### config.mk
export PLATFORM = sky130hd
export DESIGN_NAME = bullcow_game_param
export DESIGN_NICKNAME = d
export VERILOG_FILES = /design/src/rtl/bullcow_game_param.sv
export SDC_FILE = /design/constraint.sdc
export NUM_CORES = 1
export LEC_CHECK = 0
export ABC_AREA = 1
export CORE_ASPECT_RATIO = 0.6
export CORE_MARGIN = 1
export CORE_UTILIZATION = 45
export DETAILED_ROUTE_END_ITERATION = 12
export PLACE_DENSITY = 0.72
export SETUP_SLACK_MARGIN = 0.5
export SLEW_MARGIN = 20
export SYNTH_ARGS = -nofsm -noshare
export SYNTH_HDL_FRONTEND = slang
export SYNTH_SLANG_ARGS = --single-unit
export TNS_END_PERCENT = 10
### constraint.sdc
create_clock -name clock -period 11.1 [get_ports clock]
set_clock_uncertainty 0.2 [all_clocks]
set_input_delay 1.665 -clock clock [delete_from_list [all_inputs] [get_ports clock]]
set_output_delay 1.665 -clock clock [all_outputs]
set_load 0.02 [all_outputs]
### src/rtl/bullcow_game_param.sv
// Two-player Bulls and Cows controller: secret setup, alternating guesses,
// registered scoring, win counters and an optional round limit ending in a draw.
//
// state      | meaning
// J1_SETUP   | waiting for player 1 secret
// J2_SETUP   | waiting for player 2 secret
// J1_GUESS   | player 1 guesses against secret2
// J2_GUESS   | player 2 guesses against secret1
// DRAW       | round limit reached, enter starts a new game
// END_GAME   | a player scored all bulls, enter starts a new game
module bullcow_game_param #(
    parameter int DIGITS     = 4,
    parameter int DIGIT_W    = 4,
    parameter int BASE       = 10,
    parameter int PTS_W      = 8,
    parameter int MAX_ROUNDS = 0,
    localparam int CNT_W     = $clog2(DIGITS + 1)
) (
    input  logic                      clock,
    input  logic                      reset,
    input  logic                      enter,
    input  logic [DIGITS*DIGIT_W-1:0] SW,
    output logic [CNT_W-1:0]          bull_count,
    output logic [CNT_W-1:0]          cow_count,
    output logic [2:0]                game_state,
    output logic [PTS_W-1:0]          J1_points,
    output logic [PTS_W-1:0]          J2_points,
    output logic                      invalid,
    output logic [7:0]                round
);

    typedef enum logic [2:0] {
        S_J1_SETUP = 3'b000,
        S_J2_SETUP = 3'b001,
        S_J1_GUESS = 3'b010,
        S_J2_GUESS = 3'b011,
        S_DRAW     = 3'b110,
        S_END_GAME = 3'b111
    } state_t;

    state_t                      r_state;
    state_t                      w_next_state;
    logic [DIGITS*DIGIT_W-1:0]   r_secret1;
    logic [DIGITS*DIGIT_W-1:0]   r_secret2;
    logic [CNT_W-1:0]            r_bulls;
    logic [CNT_W-1:0]            r_cows;
    logic [PTS_W-1:0]            r_j1_pts;
    logic [PTS_W-1:0]            r_j2_pts;
    logic                        r_invalid;
    logic [7:0]                  r_round;

    logic                        w_valid;
    logic [DIGITS*DIGIT_W-1:0]   w_target;
    logic [CNT_W-1:0]            w_bulls;
    logic [CNT_W-1:0]            w_cows;
    logic                        w_hit;
    logic                        w_win;
    logic [7:0]                  w_round_inc;
    logic                        w_draw;
    logic                        w_entry_state;
    logic                        w_accept;
    logic                        w_restart;

    // Every digit in range and no digit repeated anywhere in the entry.
    always_comb begin
        w_valid = 1'b1;
        for (int i = 0; i < DIGITS; i++) begin
            if ({1'b0, SW[i*DIGIT_W +: DIGIT_W]} >= (DIGIT_W+1)'(BASE))
                w_valid = 1'b0;
            for (int j = i + 1; j < DIGITS; j++) begin
                if (SW[i*DIGIT_W +: DIGIT_W] == SW[j*DIGIT_W +: DIGIT_W])
                    w_valid = 1'b0;
            end
        end
    end

    assign w_target = (r_state == S_J1_GUESS) ? r_secret2 : r_secret1;

    always_comb begin
        w_bulls = '0;
        w_cows  = '0;
        w_hit   = 1'b0;
        for (int k = 0; k < DIGITS; k++) begin
            if (SW[k*DIGIT_W +: DIGIT_W] == w_target[k*DIGIT_W +: DIGIT_W]) begin
                w_bulls = w_bulls + CNT_W'(1);
            end else begin
                w_hit = 1'b0;
                for (int j = 0; j < DIGITS; j++) begin
                    if (j != k && SW[k*DIGIT_W +: DIGIT_W] == w_target[j*DIGIT_W +: DIGIT_W])
                        w_hit = 1'b1;
                end
                if (w_hit)
                    w_cows = w_cows + CNT_W'(1);
            end
        end
    end

    assign w_win         = (w_bulls == CNT_W'(DIGITS));
    assign w_round_inc   = (r_round == 8'hFF) ? r_round : r_round + 8'd1;
    assign w_draw        = (MAX_ROUNDS != 0) && (w_round_inc == 8'(MAX_ROUNDS));
    assign w_entry_state = (r_state == S_J1_SETUP) || (r_state == S_J2_SETUP) ||
                           (r_state == S_J1_GUESS) || (r_state == S_J2_GUESS);
    assign w_accept      = enter && w_entry_state && w_valid;
    assign w_restart     = enter && ((r_state == S_DRAW) || (r_state == S_END_GAME));

    always_ff @(posedge clock) begin
        if (reset)
            r_state <= S_J1_SETUP;
        else
            r_state <= w_next_state;
    end

    always_comb begin
        w_next_state = r_state;
        case (r_state)
            S_J1_SETUP: if (w_accept) w_next_state = S_J2_SETUP;
            S_J2_SETUP: if (w_accept) w_next_state = S_J1_GUESS;
            S_J1_GUESS: if (w_accept) w_next_state = w_win ? S_END_GAME : S_J2_GUESS;
            S_J2_GUESS: begin
                if (w_accept) begin
                    if (w_win)
                        w_next_state = S_END_GAME;
                    else if (w_draw)
                        w_next_state = S_DRAW;
                    else
                        w_next_state = S_J1_GUESS;
                end
            end
            S_DRAW, S_END_GAME: if (enter) w_next_state = S_J1_SETUP;
            default: w_next_state = S_J1_SETUP;
        endcase
    end

    always_ff @(posedge clock) begin
        if (reset) begin
            r_secret1 <= '0;
            r_secret2 <= '0;
            r_bulls   <= '0;
            r_cows    <= '0;
            r_j1_pts  <= '0;
            r_j2_pts  <= '0;
            r_invalid <= 1'b0;
            r_round   <= '0;
        end else begin
            r_invalid <= enter && w_entry_state && !w_valid;
            if (w_accept) begin
                case (r_state)
                    S_J1_SETUP: r_secret1 <= SW;
                    S_J2_SETUP: r_secret2 <= SW;
                    S_J1_GUESS, S_J2_GUESS: begin
                        r_bulls <= w_bulls;
                        r_cows  <= w_cows;
                        if (w_win) begin
                            if (r_state == S_J1_GUESS && r_j1_pts != {PTS_W{1'b1}})
                                r_j1_pts <= r_j1_pts + PTS_W'(1);
                            if (r_state == S_J2_GUESS && r_j2_pts != {PTS_W{1'b1}})
                                r_j2_pts <= r_j2_pts + PTS_W'(1);
                        end else if (r_state == S_J2_GUESS) begin
                            r_round <= w_round_inc;
                        end
                    end
                    default: ;
                endcase
            end
            // Starting a new game wipes the board but keeps the score.
            if (w_restart) begin
                r_secret1 <= '0;
                r_secret2 <= '0;
                r_bulls   <= '0;
                r_cows    <= '0;
                r_round   <= '0;
            end
        end
    end

    assign bull_count = r_bulls;
    assign cow_count  = r_cows;
    assign game_state = r_state;
    assign J1_points  = r_j1_pts;
    assign J2_points  = r_j2_pts;
    assign invalid    = r_invalid;
    assign round      = r_round;

endmodule

# Word level (Yosys, flattened, before mapping)
# Index checks and enable logic that the tools add are counted.
# Widths: inputs -> output; s select.
[totals] register_bits=66 inputBits=19 wordCells=129
[op_classes] addsub=9 order_cmp=4 eq_ne=36 mux=47 bitwise=2 reduce_logical=22
[op_table] operator="$eq 4x4->1" count=22
[op_table] operator="$mux 3" count=17
[op_table] operator="$mux 1" count=28
[op_table] operator="$add 8x1->8 const B" count=3
[op_table] operator="$add 3x1->3 const B" count=6
[op_table] operator="$ge 4x4->1 const B" count=4
[op_table] operator="$mux 16" count=1
[op_table] operator="$ne 8x8->1 const B" count=2
[op_table] operator="$pmux 3 s5" count=1
[op_table] operator="$ne 2x2->1 const B" count=5
[op_table] operator="$reduce_and 5->1" count=2
[op_table] operator="$eq 3x3->1 const B" count=3
[op_table] operator="$eq 8x8->1 const B" count=1
[op_table] operator="$reduce_and 4->1" count=2
[op_table] operator="$eq 3x2->1 const B" count=2
[op_table] operator="$logic_and 1x1->1" count=6
[op_table] operator="$reduce_and 2->1" count=3
[op_table] operator="$reduce_or 2->1" count=3
[op_table] operator="$logic_or 1x1->1" count=4
[op_table] operator="$eq 3x1->1 const B" count=1
[op_table] operator="$logic_not 3->1" count=1
[op_table] operator="$not 1->1" count=2
[op_table] operator="$logic_not 1->1" count=1

# Logic depth before layout (Yosys ltp)
[logic_depth] depth_word=18 depth_mapped=25 mapped_depth_nobuf=25

# Least setup slack after synthesis
# Ideal clock, no wire load.
[synth_timing] path_kind="in2reg" startpoint="input SW[5]" endpoint="register r_j2_pts[6], in the netlist J2_points[6]" setup_ns=0.114 arrival_time_ns=4.016 required_ns=10.786 setup_slack_ns=6.770 stages=19 path_buffers=2 cell_sequence="buf_2 -> inv_1 -> xor2_1 -> nand2_1 -> nor2_2 -> inv_1 -> ha_1 -> inv_1 -> nand3_1 -> nand2_1 -> ha_1 -> or2_0 -> nand2_2 -> nand2_2 -> nor2_4 -> buf_6 -> nand4_1 -> nand2_1 -> nor2_1"
[synth_via] elab_chain_cells=12 word_cells_on_any_way=22
[synth_rtl] item="start, declared" line="22" text="input logic [DIGITS*DIGIT_W-1:0] SW,"
[synth_rtl] item="parallel branches: the longest is 11 deep, another holds $add 3x1->3"
[synth_rtl] item="$reduce_and 4->1 (no line) *"
[synth_rtl] item="end signal, assigned" line="157" text="r_j2_pts <= r_j2_pts + PTS_W'(1);"
[synth_rtl] item="end, declared" line="48" text="logic [PTS_W-1:0] r_j2_pts;"
# Mark *: on every way between the ends.
# A chain may end at the register's enable or synchronous reset.

# Worst setup path in the final report
[layout_timing] startpoint="input SW[4]" endpoint="register r_j2_pts[7], in the netlist J2_points[7]"
# Same word-level chain as after synthesis.

==> flow_summary.yaml <==
logic_synthesis:
  synth_seq_cells: 66
  netlist-cell-type-count: 35
  synth_edf_count: 0
  synth_cells: 751
  synth_fa_ha_area_frac: 0.0237
  synthTopCellsByCount: "nand2_1, dfxtp_1, inv_1"
  post-synth-top-area-cell: "dfxtp_1"
  synth-xor-area-share: 0.116
  synth.area.top_cells: "dfxtp_1, nand2_1, xor2_1"
  synth_top_family_by_area: "simple AND/OR/NAND/NOR gates"
  synth_warnings: 0
  synth_fp_nets: 779
  yosys-mux-area-fraction: 0
  synth_seq_area_share: 0.278
  synthArstFlopShare: 0
  synth_compound_area_frac: 0.123
  synth.avg_cell_area_um2: 6.32
  synth_most_common_cell: "nand2_1"
  syn_area_um2: 4750
  synth-simple-area-share: 0.365
  synth_top_area_frac: 0.278
  synth_top_flop_cell: "dfxtp_1"
global_routing:
  grt_pass1_vias: 4701
  grt_pass1_wl_um: 24400
  overflow: 0
  antenna_found_initial: 0
  grt_max_degree: 40
  grt.total_usage: 0.294
layout:
  fillers: 964
  syn_to_final_growth_pct: 18.4
  final_nets: 809
  drive_gt1_frac: 0.0611
  diodes: 0
clock_network:
  cts_tree: "done"
  ctsLongestPathBuffers: 2
  cts-buffers-inserted: 9
  cts_root_buf: "clkbuf_16"
  insertion_delay_ns: 0.35
  numClockSinks: 66
  ctsResizeCount: 0
  cts_setup_buffers: 0
  htreeDepth: 3
  cts_hold_buf: 0
  clkTransAtPathRegs_ns: 0.06
place:
  io_buffers: 52
  dpl.hpwl_um: 10900
  gp_congestion: 1.04
sta:
  worst_slew_pin_slew_ns: 1.07
  period_needed_ns: 5.23
  fmaxAchievable_ghz: 0.191
  hold_viol: 0
  rsz0062_at_grt: "no"
  slew-limit-headroom: 0.281
  finalSetupViolCount: 0
  final-max-slew-violation-count: 0
  holdWs_ns: 0.278
  fin_setup_tns_ns: 0
  fin_crit_sh: 0.471
drt:
  dr.pass1.iters: 5
  vias: 5013
  ant_nets: 0
  post_drt_wl_per_cell_um: 16.4
  via_per_inst: 5.44
  drt-initial-drc-count: 499
  wirelength_um: 15100
  drc: 0
worst_setup_path:
  start_kind: "input pin"
  arrival_ns: 5.25
  critPathCaptureType: "register"
  critPathMaxFanout: 15
  crit_type: "input pin to register"
  cp.required_ns: 11.12
run_status:
  status: "complete, no violations"
power_and_ir_drop:
  seqPwrFrac: 0.349
  power_leakage_nw: 2.59
  power_density_nw_per_um2: 124
  p_comb_frac: 0.157
  power.net_switching_uw: 198
  pwr-share-clk: 0.494
  switching_share: 0.285
  p_int_uw: 498
  ir_worst_vdd_v: 0.0000872
floorplan:
  floorplan.initialDensity: 0.472
  core_area_um2: 10100
  die_h_um: 81.6
  die_area_um2: 11000
  rows: 28
  die_x_um: 135
  io_pins: 53
worst_hold_path:
  hold_class: "register to register"
flow_run:
  maxCapViolCount: 0
-- final timing paths --
check,from,slack [ns],depth (start not counted),endpoint
worst min-delay path,r_secret2[13],0.28,2,r_secret2[13]
worst min register to register,r_secret2[13],0.28,2,r_secret2[13]
worst max-delay path,SW[4],5.87,18,J2_points[7]
worst max register to register,game_state[1],6.40,19,J2_points[7]
-- registers in the layout, indices dropped and copies added (netlist names) --
register,count
bull_count,3
round,8
cow_count,3
r_secret2,16
r_secret1,16
invalid,1
J2_points,8
J1_points,8
game_state,3
-- layout make-up --
cell class	count	area (um2)	share of cell area
Clock inverter	7	124	0.0220
Tap cell	135	169	0.0300
Timing Repair Buffer	53	528	0.0939
Sequential cell	66	1320	0.235
Inverter	73	274	0.0487
Clock buffer	9	225	0.0401
Multi-Input combinational cell	578	2980	0.530
-- critical path: stages --
cell             delay, ns
clkdlybuf4s50_1       0.61
clkinv_1              0.30
xor2_1                0.23
nand2_1               0.11
nor2_2                0.22
inv_1                 0.11
ha_1                  0.34
inv_1                 0.07
nand3_1               0.10
nand2_1               0.07
ha_1                  0.29
or2_0                 0.24
nand2_2               0.12
nand2_2               0.08
nor2_4                0.29
nand3_1               0.21
nand2_1               0.11
a21oi_1               0.07
-- per-layer routing --
| layer | global-route usage | up-vias | part of all wire |
|---|---|---|---|
| met5 | 0 | - | 0 |
| met4 | 0.0809 | 0 | 0.016 |
| met3 | 0.106 | 28 | 0.12 |
| met2 | 0.421 | 238 | 0.38 |
| met1 | 0.409 | 2269 | 0.49 |
| li1 | - | 2478 | - |
-- kinds of logic (layout without fill, tap and decap cells) --
logic type,Yosys count,count (layout)
fa+ha+maj,9,9
xor+xnor,63,63
flops,66,66
compound gates,113,113
buf+inv,107,142
simple gates,393,393
-- cells in the final DEF, fill, tap and decap left out, drive strengths merged --
cell and instances:
nand2 238, inv 72, dfxtp 66, nand3 64, nor2 59, a21oi 57, clkdlybuf4s50 52, o21ai 47
xor2 46, nand4 18, xnor2 17, ha 9, clkbuf 9, nor3 9, clkinv 4, a31oi 3
o211ai 3, bufinv 3, o22ai 2, nand3b 2, o311ai 1, or2 1, nor3b 1, or3b 1
clkinvlp 1, buf 1
-- power by group through the flow --
stage | clock [mW] | combinational (mW) | sequential [mW]
final | 0.344 | 0.109 | 0.243
after floorplan | 0 | 0.0754 | 0.248
after global placement | 0 | 0.104 | 0.248
after global routing | 0.357 | 0.120 | 0.244
after CTS | 0.345 | 0.106 | 0.243
after detailed placement | 0 | 0.105 | 0.248
-- metrics by stage --
step                       util  setup WS (ns)  power (mW)  instances  instance area, um2
final                     0.559           5.87       0.697        921                5620
after global routing      0.559           5.66       0.721        921                5620
after CTS                 0.559           5.93       0.695        921                5620
after detailed placement  0.524           5.59       0.353        905                5270
after global placement    0.524           5.66       0.352        905                5270
after floorplan               -           6.77       0.323        751                4750
Power figures use the tool's default switching activity.
